## src/rtl/lsu_if.sv

```systemverilog
// CPU request/response and data-RAM port bundle for the load/store unit.
interface lsu_if;
    logic        req_valid;
    logic        req_ready;
    logic        req_we;
    logic [2:0]  req_funct3;
    logic [31:0] req_addr;
    logic [31:0] req_wdata;
    logic        rsp_valid;
    logic [31:0] rsp_rdata;
    logic        rsp_err;
    logic [31:0] mem_addr;
    logic        mem_read;
    logic        mem_write;
    logic [31:0] mem_wdata;
    logic [31:0] mem_rdata;

    // Load/store unit side
    modport slave (
        input  req_valid, req_we, req_funct3, req_addr, req_wdata, mem_rdata,
        output req_ready, rsp_valid, rsp_rdata, rsp_err,
        output mem_addr, mem_read, mem_write, mem_wdata
    );

    // CPU plus RAM side
    modport master (
        output req_valid, req_we, req_funct3, req_addr, req_wdata, mem_rdata,
        input  req_ready, rsp_valid, rsp_rdata, rsp_err,
        input  mem_addr, mem_read, mem_write, mem_wdata
    );
endinterface

```

## src/rtl/load_store_unit.sv

```systemverilog
// RV32I load/store bridge to a word-only RAM: lane select, extension and
// read-modify-write for sub-word stores; responses registered one cycle later.
module load_store_unit #(
    parameter bit ERR_ON_MISALIGN = 1'b1
) (
    input  logic  i_clk,
    input  logic  i_rst,
    lsu_if.slave  io_lsu
);
    localparam int unsigned DW = 32;

    typedef enum logic [0:0] {IDLE, RMW_WR} state_t;

    state_t           r_state;
    state_t           w_state_nxt;
    logic             r_rsp_valid;
    logic [DW-1:0]    r_rsp_rdata;
    logic             r_rsp_err;
    logic [DW-1:0]    r_old;
    logic [DW-1:0]    r_wdata;
    logic [1:0]       r_off;
    logic             r_is_half;
    logic [DW-3:0]    r_waddr;

    logic             w_ready;
    logic             w_accept;
    logic             w_legal;
    logic             w_misalign;
    logic             w_err;
    logic [1:0]       w_off;
    logic [DW-1:0]    w_lane_word;
    logic [DW-1:0]    w_load_data;
    logic [DW-1:0]    w_merged;

    assign w_ready  = (r_state == IDLE) & ~i_rst;
    assign w_accept = io_lsu.req_valid & w_ready;

    // Request decode: legality, alignment, effective lane and extended load data
    always_comb begin
        w_legal     = 1'b0;
        w_off       = 2'b00;
        w_load_data = '0;
        case (io_lsu.req_funct3)
            3'b000, 3'b001, 3'b010: w_legal = 1'b1;
            3'b100, 3'b101:         w_legal = ~io_lsu.req_we;
            default:                w_legal = 1'b0;
        endcase
        w_misalign = ((io_lsu.req_funct3[1:0] == 2'b01) && io_lsu.req_addr[0]) ||
                     ((io_lsu.req_funct3 == 3'b010) && (io_lsu.req_addr[1:0] != 2'b00));
        w_err      = ~w_legal | (ERR_ON_MISALIGN & w_misalign);
        // Offset is size-aligned; identical to addr[1:0] whenever the access is aligned
        case (io_lsu.req_funct3[1:0])
            2'b00:   w_off = io_lsu.req_addr[1:0];
            2'b01:   w_off = {io_lsu.req_addr[1], 1'b0};
            default: w_off = 2'b00;
        endcase
        w_lane_word = io_lsu.mem_rdata >> {w_off, 3'b000};
        case (io_lsu.req_funct3)
            3'b000:  w_load_data = {{24{w_lane_word[7]}}, w_lane_word[7:0]};
            3'b001:  w_load_data = {{16{w_lane_word[15]}}, w_lane_word[15:0]};
            3'b100:  w_load_data = {24'h0, w_lane_word[7:0]};
            3'b101:  w_load_data = {16'h0, w_lane_word[15:0]};
            default: w_load_data = io_lsu.mem_rdata;
        endcase
    end

    // Replace the captured byte/half lane in the old word
    always_comb begin
        w_merged = r_old;
        if (r_is_half) begin
            if (r_off[1]) w_merged[31:16] = r_wdata[15:0];
            else          w_merged[15:0]  = r_wdata[15:0];
        end else begin
            w_merged[{r_off, 3'b000} +: 8] = r_wdata[7:0];
        end
    end

    // Next state and combinational RAM/handshake outputs
    always_comb begin
        w_state_nxt       = r_state;
        io_lsu.req_ready  = w_ready;
        io_lsu.mem_addr   = {io_lsu.req_addr[31:2], 2'b00};
        io_lsu.mem_read   = 1'b0;
        io_lsu.mem_write  = 1'b0;
        io_lsu.mem_wdata  = '0;
        case (r_state)
            IDLE: begin
                if (w_accept && !w_err) begin
                    if (!io_lsu.req_we) begin
                        io_lsu.mem_read = 1'b1;
                    end else if (io_lsu.req_funct3 == 3'b010) begin
                        io_lsu.mem_write = 1'b1;
                        io_lsu.mem_wdata = io_lsu.req_wdata;
                    end else begin
                        io_lsu.mem_read = 1'b1;
                        w_state_nxt     = RMW_WR;
                    end
                end
            end
            RMW_WR: begin
                io_lsu.mem_addr  = {r_waddr, 2'b00};
                io_lsu.mem_write = 1'b1;
                io_lsu.mem_wdata = w_merged;
                w_state_nxt      = IDLE;
            end
            default: w_state_nxt = IDLE;
        endcase
        if (i_rst) begin
            io_lsu.mem_read  = 1'b0;
            io_lsu.mem_write = 1'b0;
            w_state_nxt      = IDLE;
        end
    end

    // State and response registers
    always_ff @(posedge i_clk) begin
        if (i_rst) begin
            r_state     <= IDLE;
            r_rsp_valid <= 1'b0;
            r_rsp_rdata <= '0;
            r_rsp_err   <= 1'b0;
        end else begin
            r_state     <= w_state_nxt;
            r_rsp_valid <= 1'b0;
            if (r_state == RMW_WR) begin
                r_rsp_valid <= 1'b1;
                r_rsp_rdata <= '0;
                r_rsp_err   <= 1'b0;
            end else if (w_accept) begin
                if (w_err) begin
                    r_rsp_valid <= 1'b1;
                    r_rsp_rdata <= '0;
                    r_rsp_err   <= 1'b1;
                end else if (!io_lsu.req_we) begin
                    r_rsp_valid <= 1'b1;
                    r_rsp_rdata <= w_load_data;
                    r_rsp_err   <= 1'b0;
                end else if (io_lsu.req_funct3 == 3'b010) begin
                    r_rsp_valid <= 1'b1;
                    r_rsp_rdata <= '0;
                    r_rsp_err   <= 1'b0;
                end
            end
        end
    end

    // Merge registers captured on a sub-word store accept
    always_ff @(posedge i_clk) begin
        if (r_state == IDLE && w_accept && !w_err && io_lsu.req_we &&
            io_lsu.req_funct3 != 3'b010) begin
            r_old     <= io_lsu.mem_rdata;
            r_wdata   <= io_lsu.req_wdata;
            r_off     <= w_off;
            r_is_half <= io_lsu.req_funct3[0];
            r_waddr   <= io_lsu.req_addr[31:2];
        end
    end

    assign io_lsu.rsp_valid = r_rsp_valid;
    assign io_lsu.rsp_rdata = r_rsp_rdata;
    assign io_lsu.rsp_err   = r_rsp_err;
endmodule

```

## src/flat_wrapper.sv

```systemverilog
// flat-port wrapper written by rule: the top's interface ports become plain ports
module load_store_unit_flat 
#(
    parameter bit ERR_ON_MISALIGN = 1'b1
)
  (i_clk, i_rst, io_lsu_req_valid, io_lsu_req_we, io_lsu_req_funct3, io_lsu_req_addr, io_lsu_req_wdata, io_lsu_mem_rdata, io_lsu_req_ready, io_lsu_rsp_valid, io_lsu_rsp_rdata, io_lsu_rsp_err, io_lsu_mem_addr, io_lsu_mem_read, io_lsu_mem_write, io_lsu_mem_wdata);
  lsu_if io_lsu_i ();
  input  logic i_clk;
  input  logic i_rst;
  input wire logic [$bits(io_lsu_i.req_valid)-1:0] io_lsu_req_valid;
  input wire logic [$bits(io_lsu_i.req_we)-1:0] io_lsu_req_we;
  input wire logic [$bits(io_lsu_i.req_funct3)-1:0] io_lsu_req_funct3;
  input wire logic [$bits(io_lsu_i.req_addr)-1:0] io_lsu_req_addr;
  input wire logic [$bits(io_lsu_i.req_wdata)-1:0] io_lsu_req_wdata;
  input wire logic [$bits(io_lsu_i.mem_rdata)-1:0] io_lsu_mem_rdata;
  output wire logic [$bits(io_lsu_i.req_ready)-1:0] io_lsu_req_ready;
  output wire logic [$bits(io_lsu_i.rsp_valid)-1:0] io_lsu_rsp_valid;
  output wire logic [$bits(io_lsu_i.rsp_rdata)-1:0] io_lsu_rsp_rdata;
  output wire logic [$bits(io_lsu_i.rsp_err)-1:0] io_lsu_rsp_err;
  output wire logic [$bits(io_lsu_i.mem_addr)-1:0] io_lsu_mem_addr;
  output wire logic [$bits(io_lsu_i.mem_read)-1:0] io_lsu_mem_read;
  output wire logic [$bits(io_lsu_i.mem_write)-1:0] io_lsu_mem_write;
  output wire logic [$bits(io_lsu_i.mem_wdata)-1:0] io_lsu_mem_wdata;
  assign io_lsu_i.req_valid = io_lsu_req_valid;
  assign io_lsu_i.req_we = io_lsu_req_we;
  assign io_lsu_i.req_funct3 = io_lsu_req_funct3;
  assign io_lsu_i.req_addr = io_lsu_req_addr;
  assign io_lsu_i.req_wdata = io_lsu_req_wdata;
  assign io_lsu_i.mem_rdata = io_lsu_mem_rdata;
  assign io_lsu_req_ready = io_lsu_i.req_ready;
  assign io_lsu_rsp_valid = io_lsu_i.rsp_valid;
  assign io_lsu_rsp_rdata = io_lsu_i.rsp_rdata;
  assign io_lsu_rsp_err = io_lsu_i.rsp_err;
  assign io_lsu_mem_addr = io_lsu_i.mem_addr;
  assign io_lsu_mem_read = io_lsu_i.mem_read;
  assign io_lsu_mem_write = io_lsu_i.mem_write;
  assign io_lsu_mem_wdata = io_lsu_i.mem_wdata;
  load_store_unit #(.ERR_ON_MISALIGN(ERR_ON_MISALIGN)) u_core (.i_clk(i_clk), .i_rst(i_rst), .io_lsu(io_lsu_i));
endmodule
```

## config.mk

```make
export PLATFORM = sky130hd
export DESIGN_NAME = load_store_unit_flat
export DESIGN_NICKNAME = d
export VERILOG_FILES = /design/src/rtl/lsu_if.sv /design/src/rtl/load_store_unit.sv /design/src/flat_wrapper.sv
export SDC_FILE = /design/constraint.sdc
export NUM_CORES = 1
export LEC_CHECK = 0
export ABC_AREA = 1
export CAP_MARGIN = 10
export CORE_MARGIN = 2
export CORE_UTILIZATION = 40
export DETAILED_ROUTE_END_ITERATION = 8
export PLACE_DENSITY = 0.74
export SYNTH_ARGS = -nofsm -noshare
export SYNTH_HDL_FRONTEND = slang
export SYNTH_SLANG_ARGS = --single-unit
```

## constraint.sdc

```tcl
create_clock -name i_clk -period 10.8 [get_ports i_clk]
set_input_delay 2.16 -clock i_clk [delete_from_list [all_inputs] [get_ports i_clk]]
set_output_delay 2.16 -clock i_clk [all_outputs]
set_load 0.01 [all_outputs]
```

Word-level counts from Yosys, hierarchy flattened:

Cells that the tools add are included.

* bits in registers: 116
* bits of input ports: 103
* output and inout bits: 101
* logic and storage cells: 78

* add/sub/neg operators: 1
* equality and inequality tests: 7
* shifts and indexed selects: 3
* mux-type cells: 35
* bitwise logic cells: 7
* reduce and logical (&&, ||, !) cells: 16

Operators with widths (count)
* 32-bit 2-to-1 mux: 8
* 32-bit one-hot mux with 4 select lines: 1
* 32-bit one-hot mux with 2 select lines: 1
* 32-bit bitwise mux: 1
* 16-bit 2-to-1 mux: 2
* 8-bit by 7-bit variable shift with 32-bit output (first input constant): 1
* 8-bit by 7-bit indexed part select with 32-bit output: 1
* 32-bit by 5-bit right shift with 16-bit output: 1
* 1-bit 2-to-1 mux: 18
* 1-bit logical AND: 7
* 5-bit negator with 7-bit output: 1
* 3-bit equality test (second input constant): 2
* 1-bit one-hot mux with 2 select lines: 3
* 1-bit inverter: 4
* 2-bit one-hot mux with 2 select lines: 1
* 2-bit OR reduction: 2
* 3-bit by 1-bit equality test with 1-bit output (second input constant): 1
* 3-bit by 2-bit equality test with 1-bit output (second input constant): 1
* 3-bit logical NOT: 1
* 3-bit by 1-bit != test with 1-bit output (second input constant): 1
* 3-bit by 2-bit != test with 1-bit output (second input constant): 1
* 3-bit OR reduction: 1
* 1-bit bitwise AND: 2
* 2-bit by 1-bit equality test with 1-bit output (second input constant): 1
* 6 further kinds: 6

Longest topological paths before layout:

Gate-level depths: netlist of run 1.

* depth in word-level cells: 10
* mapped depth: 11
* gate-level depth less buffers: 9

Least setup slack after synthesis of run 1:

OpenSTA, ideal clock, no wires.

* path type: in2reg
* from: in i_rst
* to: reg u_core.r_is_half, enable pin
* setup time: 0.521 ns
* arrival: 6.093 ns
* required time: 10.279 ns
* setup slack: 4.186 ns
* stages on the path: 5
* path buffers: 1
* cell sequence: or2_1 -> buf_2 -> nor2_8 -> inv_2 -> nor2_1

* cells in the longest elaborated chain, start to end: 7

RTL lines
* start, declared: line flat_wrapper.sv:9 `input logic i_rst;`
* 1-bit inverter: line load_store_unit.sv:35 `assign w_ready = (r_state == IDLE) & ~i_rst;`
* 1-bit bitwise AND: line load_store_unit.sv:35
* 1-bit bitwise AND: line load_store_unit.sv:36 `assign w_accept = io_lsu.req_valid & w_ready;`
* 1-bit logical AND (4 in series): line load_store_unit.sv:149 `if (r_state == IDLE && w_accept && !w_err && io_lsu.req_we &&`
* end signal, assigned: line load_store_unit.sv:154 `r_is_half <= io_lsu.req_funct3[0];`
* end, declared: line load_store_unit.sv:22 `logic r_is_half;`

Every way passes these cells.
A chain may end at the register's enable or synchronous reset.

Worst setup path in the final report of run 1:

* from: in io_lsu_req_funct3[1]
* to: out io_lsu_mem_wdata[2]

* cells in the longest elaborated chain, start to end: 9
* elaborated cells on any way between the ends: 20
* classes of those cells: eq/ne (5); mux (5); bitwise (2); reduce/logical (8)

RTL lines
* start, declared: line flat_wrapper.sv:12 `input wire logic [$bits(io_lsu_i.req_funct3)-1:0] io_lsu_req_funct3;`
* 3-bit by 1-bit equality test with 1-bit output, or another cell as far along: line load_store_unit.sv:43 `case (io_lsu.req_funct3)`
* 3-bit OR reduction / 2-bit OR reduction (equally long branches): line load_store_unit.sv:43
* 1-bit one-hot mux with 2 select lines: line load_store_unit.sv:43
* 1-bit inverter: line load_store_unit.sv:50 `w_err = ~w_legal | (ERR_ON_MISALIGN & w_misalign);`
* 1-bit OR: line load_store_unit.sv:50
* 1-bit logical NOT: line load_store_unit.sv:88 `if (w_accept && !w_err) begin`
* 1-bit logical AND: line load_store_unit.sv:88
* 32-bit 2-to-1 mux (*): line load_store_unit.sv:88
* 32-bit one-hot mux with 2 select lines (*): line load_store_unit.sv:86 `case (r_state)`
* end, declared: line flat_wrapper.sv:23 `output wire logic [$bits(io_lsu_i.mem_wdata)-1:0] io_lsu_mem_wdata;`

Mark *: on every way between the ends. The rest lies on a longest branch, timed or not.

==> results of run 1 <==
-- layout make-up --
class,instances,area share
well taps,220,0.0291
repair buffers,206,0.217
clock buffers,23,0.0574
flip-flops and latches,116,0.331
clock inverters,9,0.00622
inverters,58,0.0230
multi-input cells,635,0.336
-- worst register-to-register path, stage by stage (launching register included) --
cell and delay (ns):
dfxtp_2 0.31, or2_1 0.21, buf_4 0.25, nor2_8 0.15
inv_2 0.09, nor2_4 0.32, buf_4 0.76
-- worst max-delay path by stage --
stage	slack (ns)	to	cells after the start
finish	3.75	io_lsu_mem_wdata[2]	9
global route	3.48	io_lsu_mem_wdata[1]	9
floorplan	4.19	u_core.r_is_half$_DFFE_PP_	5
detailed placement	3.75	io_lsu_mem_wdata[2]	9
global placement	3.85	io_lsu_mem_wdata[2]	9
CTS	3.75	io_lsu_mem_wdata[2]	9
-- routing by layer --
layer | up-vias | global-route usage | share of wire
li1 | 3256 | - | -
met1 | 3033 | 0.323 | 0.46
met2 | 294 | 0.338 | 0.44
met3 | 35 | 0.0477 | 0.076
met4 | 0 | 0.0909 | 0.023
met5 | - | 0 | 0
-- where the power goes --
group,switching (mW),internal [mW],leakage [nW]
logic,0.0736,0.0691,2.35
registers,0.00256,0.481,1.02
clock network,0.203,0.354,0.297
-- through the flow --
step	hold slack [ns]	power, mW
after floorplan	0.486	0.560
after global placement	0.458	0.633
after detailed placement	0.459	0.634
after CTS	0.467	1.19
after global routing	0.483	1.22
final	0.464	1.18
-- cells by family after synthesis --
logic type	count (synthesis)	synth area share
AO/OA/AOI/OAI	181	0.155
other	1	0.000546
flip-flops	116	0.456
AND/OR/NAND/NOR	447	0.298
adder cells (fa/ha/maj)	5	0.00911
buffers and inverters	116	0.0818
-- registers in the layout (all words and copies together) (netlist names) --
signal and cells:
u_core.r_state 1, u_core.r_waddr 30, u_core.io_lsu.rsp_rdata 32, u_core.io_lsu.rsp_valid 1
u_core.r_old 32, u_core.r_is_half 1, u_core.r_off 2, u_core.r_wdata 16
u_core.io_lsu.rsp_err 1
-- synth_stat cells (all sizes together) --
library cell	number	area (um^2)
nand2	281	1070
edfxtp	81	2430
a21oi	80	408
o21ai	73	429
nand3	66	378
nor2	61	279
inv	56	210
dfxtp	35	701
nor3	33	265
clkbuf	30	113
buf	28	231
o22ai	14	106
o221ai	10	87.6
ha	5	62.6
clkinv	2	7.51
nand3b	2	15.0
nand4	2	18.8
o31ai	2	15.0
or2	2	12.5
a211oi	1	7.51
a21boi	1	7.51
conb	1	3.75
==> qor.yml, run 1 <==
cells_and_area:
  drive_gt1_frac: 0.0965
  fin_cells: 1267
  register_area_mm2: 0.00313
  final_cell_mix: "277 x nand2_1, 201 x clkdlybuf4s50_1, 81 x edfxtp_1"
  fill_cells: 1550
  final_common_cell: "nand2_1"
  post-route-util: 0.566
  design_area_mm2: 0.00946
  num_antenna_cells: 0
  multi_input_area_mm2: 0.00318
  area_delta_synth_final_pct: 37.8
  fin_nets: 1142
critical_path:
  slowest_delay_ns: 0.72
  cp-start-kind: "input port"
  rr_endpoint: "u_core.r_old[1]$_DFFE_PP_"
  path_common_cell: "clkdlybuf4s50_1"
  cp-end-kind: "output pin"
  cpLargestDelayFamily: "buffers and inverters"
  path_cells: "clkdlybuf4s50_1 -> a21oi_2 -> inv_1 -> nand2_2 -> o21ai_2 -> nor2_4 -> nand3_4 -> o21ai_0 -> clkdlybuf4s50_1"
  required_ns: 8.64
  critPathLaunch: "io_lsu_req_funct3[1]"
  ff2ff_setup_slack_ns: 8.28
  critPathMaxFanout: 33
  path_buf_inv: 3
  reg2reg_depth: 6
  crit_arrival_ns: 4.89
  critPathKind: "input port to output pin"
  slowest_stage: "clkdlybuf4s50_1"
  worstReg2RegStart: "u_core.r_state$_SDFF_PN0_"
place:
  hpwl_um: 14500
  placedInstanceArea_mm2: 0.00886
  io_buffers: 201
  place_ws_ns: 3.75
  place_inst: 1235
  place.gp.congestion: 0.902
clocking:
  cts_tree: "built"
  cts_setup_buffers: 0
  cts_buffer_depth: 2
  numCtsBuffers: 17
  ctsHoldBuffers: 0
  worstSkewPairLatency_ns: 0.42
  cts.sinks: 116
  cts.clk_slew.worst_paths_ns: 0.06
  htreeDepth: 4
  ctsResizeCount: 0
  cts_root_buf: "clkbuf_16"
logic_synthesis:
  yosysUniqueCellTypes: 41
  yosysWarnings: 0
  netlist_area_mm2: 0.00687
  ys_ff_latch: 116
  avgSynthCellArea_um2: 7.93
  yosysSeqAreaShare: 0.456
  synthCells: 866
sta:
  rsz0062_at_grt: "no"
  worst_pin_slew_ns: 1.19
  slew_viol_final: 0
  max_freq_mhz: 142
  setup_viol: 0
  worst_slack_ns: 3.75
  fin_worst_skew_ns: 0.00642
  max_slew_margin: 0.209
  tns_ns: 0
  fin_crit_sh: 0.653
  finalHoldViolCount: 0
  fin_crit_ns: 7.05
grt:
  grt_antenna_before_repair: 0
  grt-ovfl-total: 0
  grt_max_degree: 79
  grt_pass1_wl_um: 32200
  grt_pass1_vias: 6085
  grt_usage: 0.227
detailed_routing:
  vias_per_cell: 5.22
  drt_wl_total_um: 20600
  drtAntennaViolNets: 0
  drtIter0Drc: 663
  detail_route.wl_per_cell_um: 16.3
  route.vias.total: 6618
  drc: 0
  first_pass_iters: 6
die:
  dieArea_mm2: 0.0182
  ios: 204
  rows: 47
  die_w_um: 135
  coreArea_mm2: 0.0167
  die_h_um: 135
  initial_utilization: 0.411
flow_run:
  maxCapViolCount: 0
pwr:
  ir_drop_v: 0.000108
  p_leak_nw: 3.66
  cellPowerDensity_mw_per_mm2: 125
hold_path:
  hp-class: "flip-flop to flip-flop"
  hold_depth: 2
  worstHoldEndpoint: "u_core.io_lsu.rsp_rdata[30]$_SDFFE_PN0P_"
  hold_start: "u_core.io_lsu.rsp_rdata[30]$_SDFFE_PN0P_"
outcome:
  status: "finished clean"
No activity file was read; power rests on OpenSTA's default activity.
==> run 2: changes to the inputs <==
- clock period: 10.8 -> 6.6 ns (I/O delays scaled with it)
==> qor.yml, run 2 (same netlist as run 1, synthesis figures left out) <==
hold_path:
  worstHoldEndpoint: "u_core.io_lsu.rsp_rdata[24]$_SDFFE_PN0P_"  # was u_core.io_lsu.rsp_rdata[30]$_SDFFE_PN0P_
  hold_start: "u_core.io_lsu.rsp_rdata[24]$_SDFFE_PN0P_"  # was u_core.io_lsu.rsp_rdata[30]$_SDFFE_PN0P_
  hp-class: "flip-flop to flip-flop"  # unchanged
  hold_depth: 2  # unchanged
critical_path:
  critPathKind: "input port to output pin"  # unchanged
  required_ns: 5.28  # was 8.64 ns
  reg2reg_depth: 5  # was 6
  ff2ff_setup_slack_ns: 4.51  # was 8.28 ns
  critPathMaxFanout: 33  # unchanged
  cp-end-kind: "output pin"  # unchanged
  rr_endpoint: "u_core.r_waddr[27]$_DFFE_PP_"  # was u_core.r_old[1]$_DFFE_PP_
  worstReg2RegStart: "u_core.r_state$_SDFF_PN0_"  # unchanged
  cp-start-kind: "input port"  # unchanged
  crit_arrival_ns: 4.04  # was 4.89 ns
cells_and_area:
  final_cell_mix: "277 x nand2_1, 201 x clkdlybuf4s50_1, 81 x edfxtp_1"  # unchanged
  area_delta_synth_final_pct: 38.2  # was 37.8%
  final_common_cell: "nand2_1"  # unchanged
  fin_nets: 1143  # was 1,142
  drive_gt1_frac: 0.0954  # was 0.0965
  num_antenna_cells: 0  # unchanged
detailed_routing:
  first_pass_iters: 5  # was 6
  drtIter0Drc: 782  # was 663
  vias_per_cell: 5.19  # was 5.22
  route.vias.total: 6587  # was 6,618
  detail_route.wl_per_cell_um: 16.2  # was 16.3 um
  drt_wl_total_um: 20500  # was 20,600 um
  drtAntennaViolNets: 0  # unchanged
  drc: 0  # unchanged
clocking:
  ctsHoldBuffers: 0  # unchanged
  cts.clk_slew.worst_paths_ns: 0.05  # was 0.06 ns
  htreeDepth: 4  # unchanged
  ctsResizeCount: 0  # unchanged
  cts_setup_buffers: 0  # unchanged
  cts_tree: "built"  # unchanged
  cts_root_buf: "clkbuf_16"  # unchanged
  cts.sinks: 116  # unchanged
  cts_buffer_depth: 2  # unchanged
  numCtsBuffers: 17  # unchanged
  worstSkewPairLatency_ns: 0.41  # was 0.42 ns
place:
  place.gp.congestion: 0.911  # was 0.902
  io_buffers: 201  # unchanged
  hpwl_um: 14600  # was 14,500 um
outcome:
  status: "finished clean"  # unchanged
pwr:
  switching_share: 0.225  # was 0.236
  p_clk_frac: 0.476  # was 0.471
  cellPowerDensity_mw_per_mm2: 206  # was 125 mW/mm^2
  ir_drop_v: 0.000181  # was 0.000108 V
  p_leak_nw: 3.68  # was 3.66 nW
  p_seq_frac: 0.405  # was 0.408
  combPwrFrac: 0.119  # was 0.121
  internal_power_mw: 1.51  # was 0.904 mW
  switchingPower_mw: 0.441  # was 0.280 mW
sta:
  setup_viol: 0  # unchanged
  tns_ns: 0  # unchanged
  fin_crit_sh: 0.812
  rsz0062_at_grt: "no"  # unchanged
  slew_viol_final: 0  # unchanged
  max_slew_margin: 0.278  # was 0.209
  fin_crit_ns: 5.36
  fin_worst_skew_ns: 0.00544  # was 0.00642 ns
  max_freq_mhz: 187
  holdWs_ns: 0.465  # was 0.464 ns
  finalHoldViolCount: 0  # unchanged
  worst_pin_slew_ns: 1.08  # was 1.19 ns
die:
  coreArea_mm2: 0.0167  # unchanged
  initial_utilization: 0.411  # unchanged
  dieArea_mm2: 0.0182  # unchanged
  die_w_um: 135  # unchanged
  die_h_um: 135  # unchanged
  rows: 47  # unchanged
  ios: 204  # unchanged
grt:
  grt_max_degree: 78  # was 79
  grt_usage: 0.228  # was 0.227
  grt_pass1_wl_um: 32500  # was 32,200 um
  grt_antenna_before_repair: 0  # unchanged
  grt_pass1_vias: 6024  # was 6,085
  grt-ovfl-total: 0  # unchanged
flow_run:
  maxCapViolCount: 0  # unchanged
run 2: cell count changes in the layout (fill, tap and decap cells not counted), sizes merged:
cell / before / now
clkinvlp: 2 / 0
inv: 60 / 59
clkinv: 5 / 4
bufinv: 0 / 1
clkbuf: 23 / 26
buf: 5 / 6
run 2: worst max path at each step:
| stage | from | end | slack (ns) | cells past startpoint |
|---|---|---|---|---|
| global route | io_lsu_req_funct3[0] | io_lsu_mem_wdata[1] | 1.0 | 9 |
| detailed placement | io_lsu_req_funct3[0] | io_lsu_mem_wdata[1] | 1.23 | 9 |
| floorplan | i_rst | u_core.r_is_half$_DFFE_PP_ | 0.83 | 5 |
| CTS | io_lsu_req_funct3[0] | io_lsu_mem_wdata[1] | 1.22 | 9 |
| finish | io_lsu_req_funct3[0] | io_lsu_mem_wdata[1] | 1.24 | 9 |
| global placement | io_lsu_req_funct3[1] | io_lsu_mem_wdata[2] | 1.33 | 9 |
run 2: power by group through the flow:
stage / clock, mW / combinational, mW / sequential (mW)
global placement: 0 / 0.231 / 0.805
detailed placement: 0 / 0.232 / 0.805
finish: 0.931 / 0.233 / 0.791
CTS: 0.946 / 0.233 / 0.791
floorplan: 0 / 0.110 / 0.807
global route: 0.981 / 0.254 / 0.791
run 2: per-stage QoR:
step	power, mW	area [um^2]	util	std cells	worst slack [ns]
2_1_floorplan	0.916	6870	-	867	0.826
3_3_place_gp	1.04	8880	0.532	1236	1.33
3_5_place_dp	1.04	8880	0.532	1236	1.23
4_1_cts	1.97	9490	0.568	1268	1.22
5_1_grt	2.03	9490	0.568	1268	0.995
6_report	1.96	9490	0.568	1268	1.24
run 2: worst max-delay path: stages:
cell and delay [ns]:
clkdlybuf4s50_1 0.69, nor2_1 0.27, nand3_1 0.11, nand2_2 0.12, o21ai_2 0.09, nor2_4 0.10
nand3_4 0.40, o21ai_0 0.32, clkdlybuf4s50_1 0.57
run 2: layout make-up:
class | instances | area [um^2]
Multi-Input combinational cell | 635 | 3180
Sequential cell | 116 | 3130
Clock inverter | 6 | 57.6
Inverter | 58 | 218
Tap cell | 220 | 275
Fill cell | 1564 | 7210
Clock buffer | 26 | 553
Timing Repair Buffer | 207 | 2070
run 2: routing by layer:
layer  global-route usage  wire length (um)  up-vias
met5                    0                 0        -
met4               0.0868               512        0
met3               0.0443              1400       40
met2                0.333              9050      284
met1                0.335              9590     3010
li1                     -                 -     3253
==> run 3: changes to the inputs <==
- PLACE_DENSITY: 0.74 -> 0.76
- clock period: 6.6 -> 4.8 ns (I/O delays scaled with it)
==> qor.yml, run 3 (same netlist as run 1, synthesis figures left out) <==
cells_and_area:
  fill_cells: 1521  # was 1,564
  fin_nets: 1150  # was 1,143
  final_common_cell: "nand2_1"  # unchanged
  final_cell_mix: "277 x nand2_1, 201 x clkdlybuf4s50_1, 81 x edfxtp_1"  # unchanged
  num_antenna_cells: 0  # unchanged
  area_delta_synth_final_pct: 38.3  # was 38.2%
  post-route-util: 0.569  # was 0.568
  drive_gt1_frac: 0.102  # was 0.0954
  multi_input_area_mm2: 0.00318  # unchanged
  design_area_mm2: 0.00950  # was 0.00949 mm^2
  register_area_mm2: 0.00313  # unchanged
flow_run:
  maxCapViolCount: 0  # unchanged
sta:
  max_freq_mhz: 230
  fin_crit_sh: 0.905
  worst_pin_slew_ns: 0.951  # was 1.08 ns
  fin_worst_skew_ns: 0.00620  # was 0.00544 ns
  finalHoldViolCount: 0  # unchanged
  max_slew_margin: 0.365  # was 0.278
  fin_crit_ns: 4.35
  tns_ns: 0  # unchanged
  setup_viol: 0  # unchanged
  rsz0062_at_grt: "no"  # unchanged
  slew_viol_final: 0  # unchanged
grt:
  grt_pass1_wl_um: 32700  # was 32,500 um
  grt_antenna_before_repair: 0  # unchanged
  grt_pass1_vias: 6039  # was 6,024
  grt_usage: 0.232  # was 0.228
  grt_max_degree: 60  # was 78
  grt-ovfl-total: 0  # unchanged
critical_path:
  worstReg2RegStart: "u_core.r_state$_SDFF_PN0_"  # unchanged
  reg2reg_depth: 5  # unchanged
  slowest_stage: "clkdlybuf4s50_1"  # unchanged
  critPathMaxFanout: 33  # unchanged
  crit_cells: 8  # was 9
  critPathLaunch: "i_rst"  # was io_lsu_req_funct3[0]
  cp-start-kind: "input port"  # unchanged
  crit_arrival_ns: 3.39  # was 4.04 ns
  rr_endpoint: "u_core.r_old[3]$_DFFE_PP_"  # was u_core.r_waddr[27]$_DFFE_PP_
  path_buf_inv: 3  # was 2
  critPathKind: "input port to output pin"  # unchanged
  cp-end-kind: "output pin"  # unchanged
  slowest_delay_ns: 0.57  # was 0.69 ns
  ff2ff_setup_slack_ns: 2.55  # was 4.51 ns
  path_common_cell: "clkdlybuf4s50_1"  # unchanged
  path_cells: "clkdlybuf4s50_1 -> or2_1 -> nor2_8 -> inv_2 -> nor2_4 -> nand3_4 -> o21ai_0 -> clkdlybuf4s50_1"  # was clkdlybuf4s50_1 -> nor2_1 -> nand3_1 -> nand2_2 -> o21ai_2 -> nor2_4 -> nand3_4 -> o21ai_0 -> clkdlybuf4s50_1
  cp-endpoint: "io_lsu_mem_wdata[0]"  # was io_lsu_mem_wdata[1]
  cpLargestDelayFamily: "buffers and inverters"  # unchanged
  required_ns: 3.84  # was 5.28 ns
clocking:
  cts_buffer_depth: 2  # unchanged
  cts_tree: "built"  # unchanged
  htreeDepth: 4  # unchanged
  cts_setup_buffers: 0  # unchanged
  ctsResizeCount: 0  # unchanged
  cts.clk_slew.worst_paths_ns: 0.05  # about the same
  numCtsBuffers: 17  # unchanged
  cts_root_buf: "clkbuf_16"  # unchanged
  worstSkewPairLatency_ns: 0.41  # about the same
  cts.sinks: 116  # unchanged
  ctsHoldBuffers: 0  # unchanged
outcome:
  status: "finished clean"  # unchanged
detailed_routing:
  drtAntennaViolNets: 0  # unchanged
  route.vias.total: 6613  # was 6,587
  drc: 0  # unchanged
  drtIter0Drc: 625  # was 782
  first_pass_iters: 7  # was 5
  vias_per_cell: 5.19  # about the same
  drt_wl_total_um: 21000  # was 20,500 um
  detail_route.wl_per_cell_um: 16.5  # was 16.2 um
pwr:
  cellPowerDensity_mw_per_mm2: 277  # was 206 mW/mm^2
  power_mw: 2.63  # was 1.96 mW
  ir_drop_v: 0.000252  # was 0.000181 V
  p_leak_nw: 3.69  # was 3.68 nW
die:
  die_w_um: 135  # unchanged
  rows: 47  # unchanged
  dieArea_mm2: 0.0182  # unchanged
  ios: 204  # unchanged
  initial_utilization: 0.411  # unchanged
  coreArea_mm2: 0.0167  # unchanged
  die_h_um: 135  # unchanged
place:
  hpwl_um: 14900  # was 14,600 um
  placedInstanceArea_mm2: 0.00893  # was 0.00888 mm^2
  io_buffers: 201  # unchanged
  place.gp.congestion: 0.920  # was 0.911
hold_path:
  hp-class: "flip-flop to flip-flop"  # unchanged
## run 3: changes by cell type in the layout (fill, tap and decap cells not counted), sizes merged
| cell | before | now |
|---|---|---|
| buf | 6 | 13 |
| clkinvlp | 0 | 1 |
| inv | 59 | 63 |
| clkbuf | 26 | 21 |
## run 3: area by class of cell
cell class                      count  area share
Tap cell                          220      0.0290
Clock inverter                     11      0.0100
Sequential cell                   116       0.330
Clock buffer                       21      0.0497
Multi-Input combinational cell    635       0.335
Inverter                           58      0.0229
Timing Repair Buffer              214       0.223
## run 3: worst min-delay path by stage
stage / startpoint / end / slack [ns] / cells after the start
2_1_floorplan: u_core.io_lsu.rsp_err$_SDFFE_PN0P_ / u_core.io_lsu.rsp_err$_SDFFE_PN0P_ / 0.49 / 2
4_1_cts: u_core.io_lsu.rsp_rdata[26]$_SDFFE_PN0P_ / u_core.io_lsu.rsp_rdata[26]$_SDFFE_PN0P_ / 0.46 / 2
3_5_place_dp: u_core.io_lsu.rsp_rdata[26]$_SDFFE_PN0P_ / u_core.io_lsu.rsp_rdata[26]$_SDFFE_PN0P_ / 0.45 / 2
3_3_place_gp: u_core.io_lsu.rsp_rdata[1]$_SDFFE_PN0P_ / u_core.io_lsu.rsp_rdata[1]$_SDFFE_PN0P_ / 0.45 / 2
5_1_grt: u_core.io_lsu.rsp_rdata[28]$_SDFFE_PN0P_ / u_core.io_lsu.rsp_rdata[28]$_SDFFE_PN0P_ / 0.48 / 2
6_report: u_core.io_lsu.rsp_rdata[25]$_SDFFE_PN0P_ / u_core.io_lsu.rsp_rdata[25]$_SDFFE_PN0P_ / 0.46 / 2
## run 3: report_power, final
part / switching [mW] / leakage (nW) / total, mW / internal (mW)
combinational: 0.167 / 2.39 / 0.325 / 0.159
sequential: 0.00570 / 1.02 / 1.09 / 1.08
clock: 0.461 / 0.284 / 1.22 / 0.756
## run 3: worst reg2reg max path: stages (launching register included)
cell	delay, ns
dfxtp_2	0.41
or2_1	0.34
nor2_8	0.14
inv_2	0.08
nor2_4	0.63
buf_4	0.34
## run 3: per-stage QoR
stage / hold slack [ns] / cells / worst slack (ns)
2_1_floorplan: 0.486 / 867 / 0.739
3_3_place_gp: 0.453 / 1243 / 0.527
3_5_place_dp: 0.454 / 1243 / 0.466
4_1_cts: 0.463 / 1275 / 0.459
5_1_grt: 0.480 / 1275 / 0.294
6_report: 0.462 / 1275 / 0.455
## run 3: routing by layer
metal	vias up	GRT usage	share of wire
met5	-	0	0
met4	0	0.0816	0.027
met3	44	0.0522	0.071
met2	263	0.355	0.44
met1	3043	0.323	0.46
li1	3263	-	-
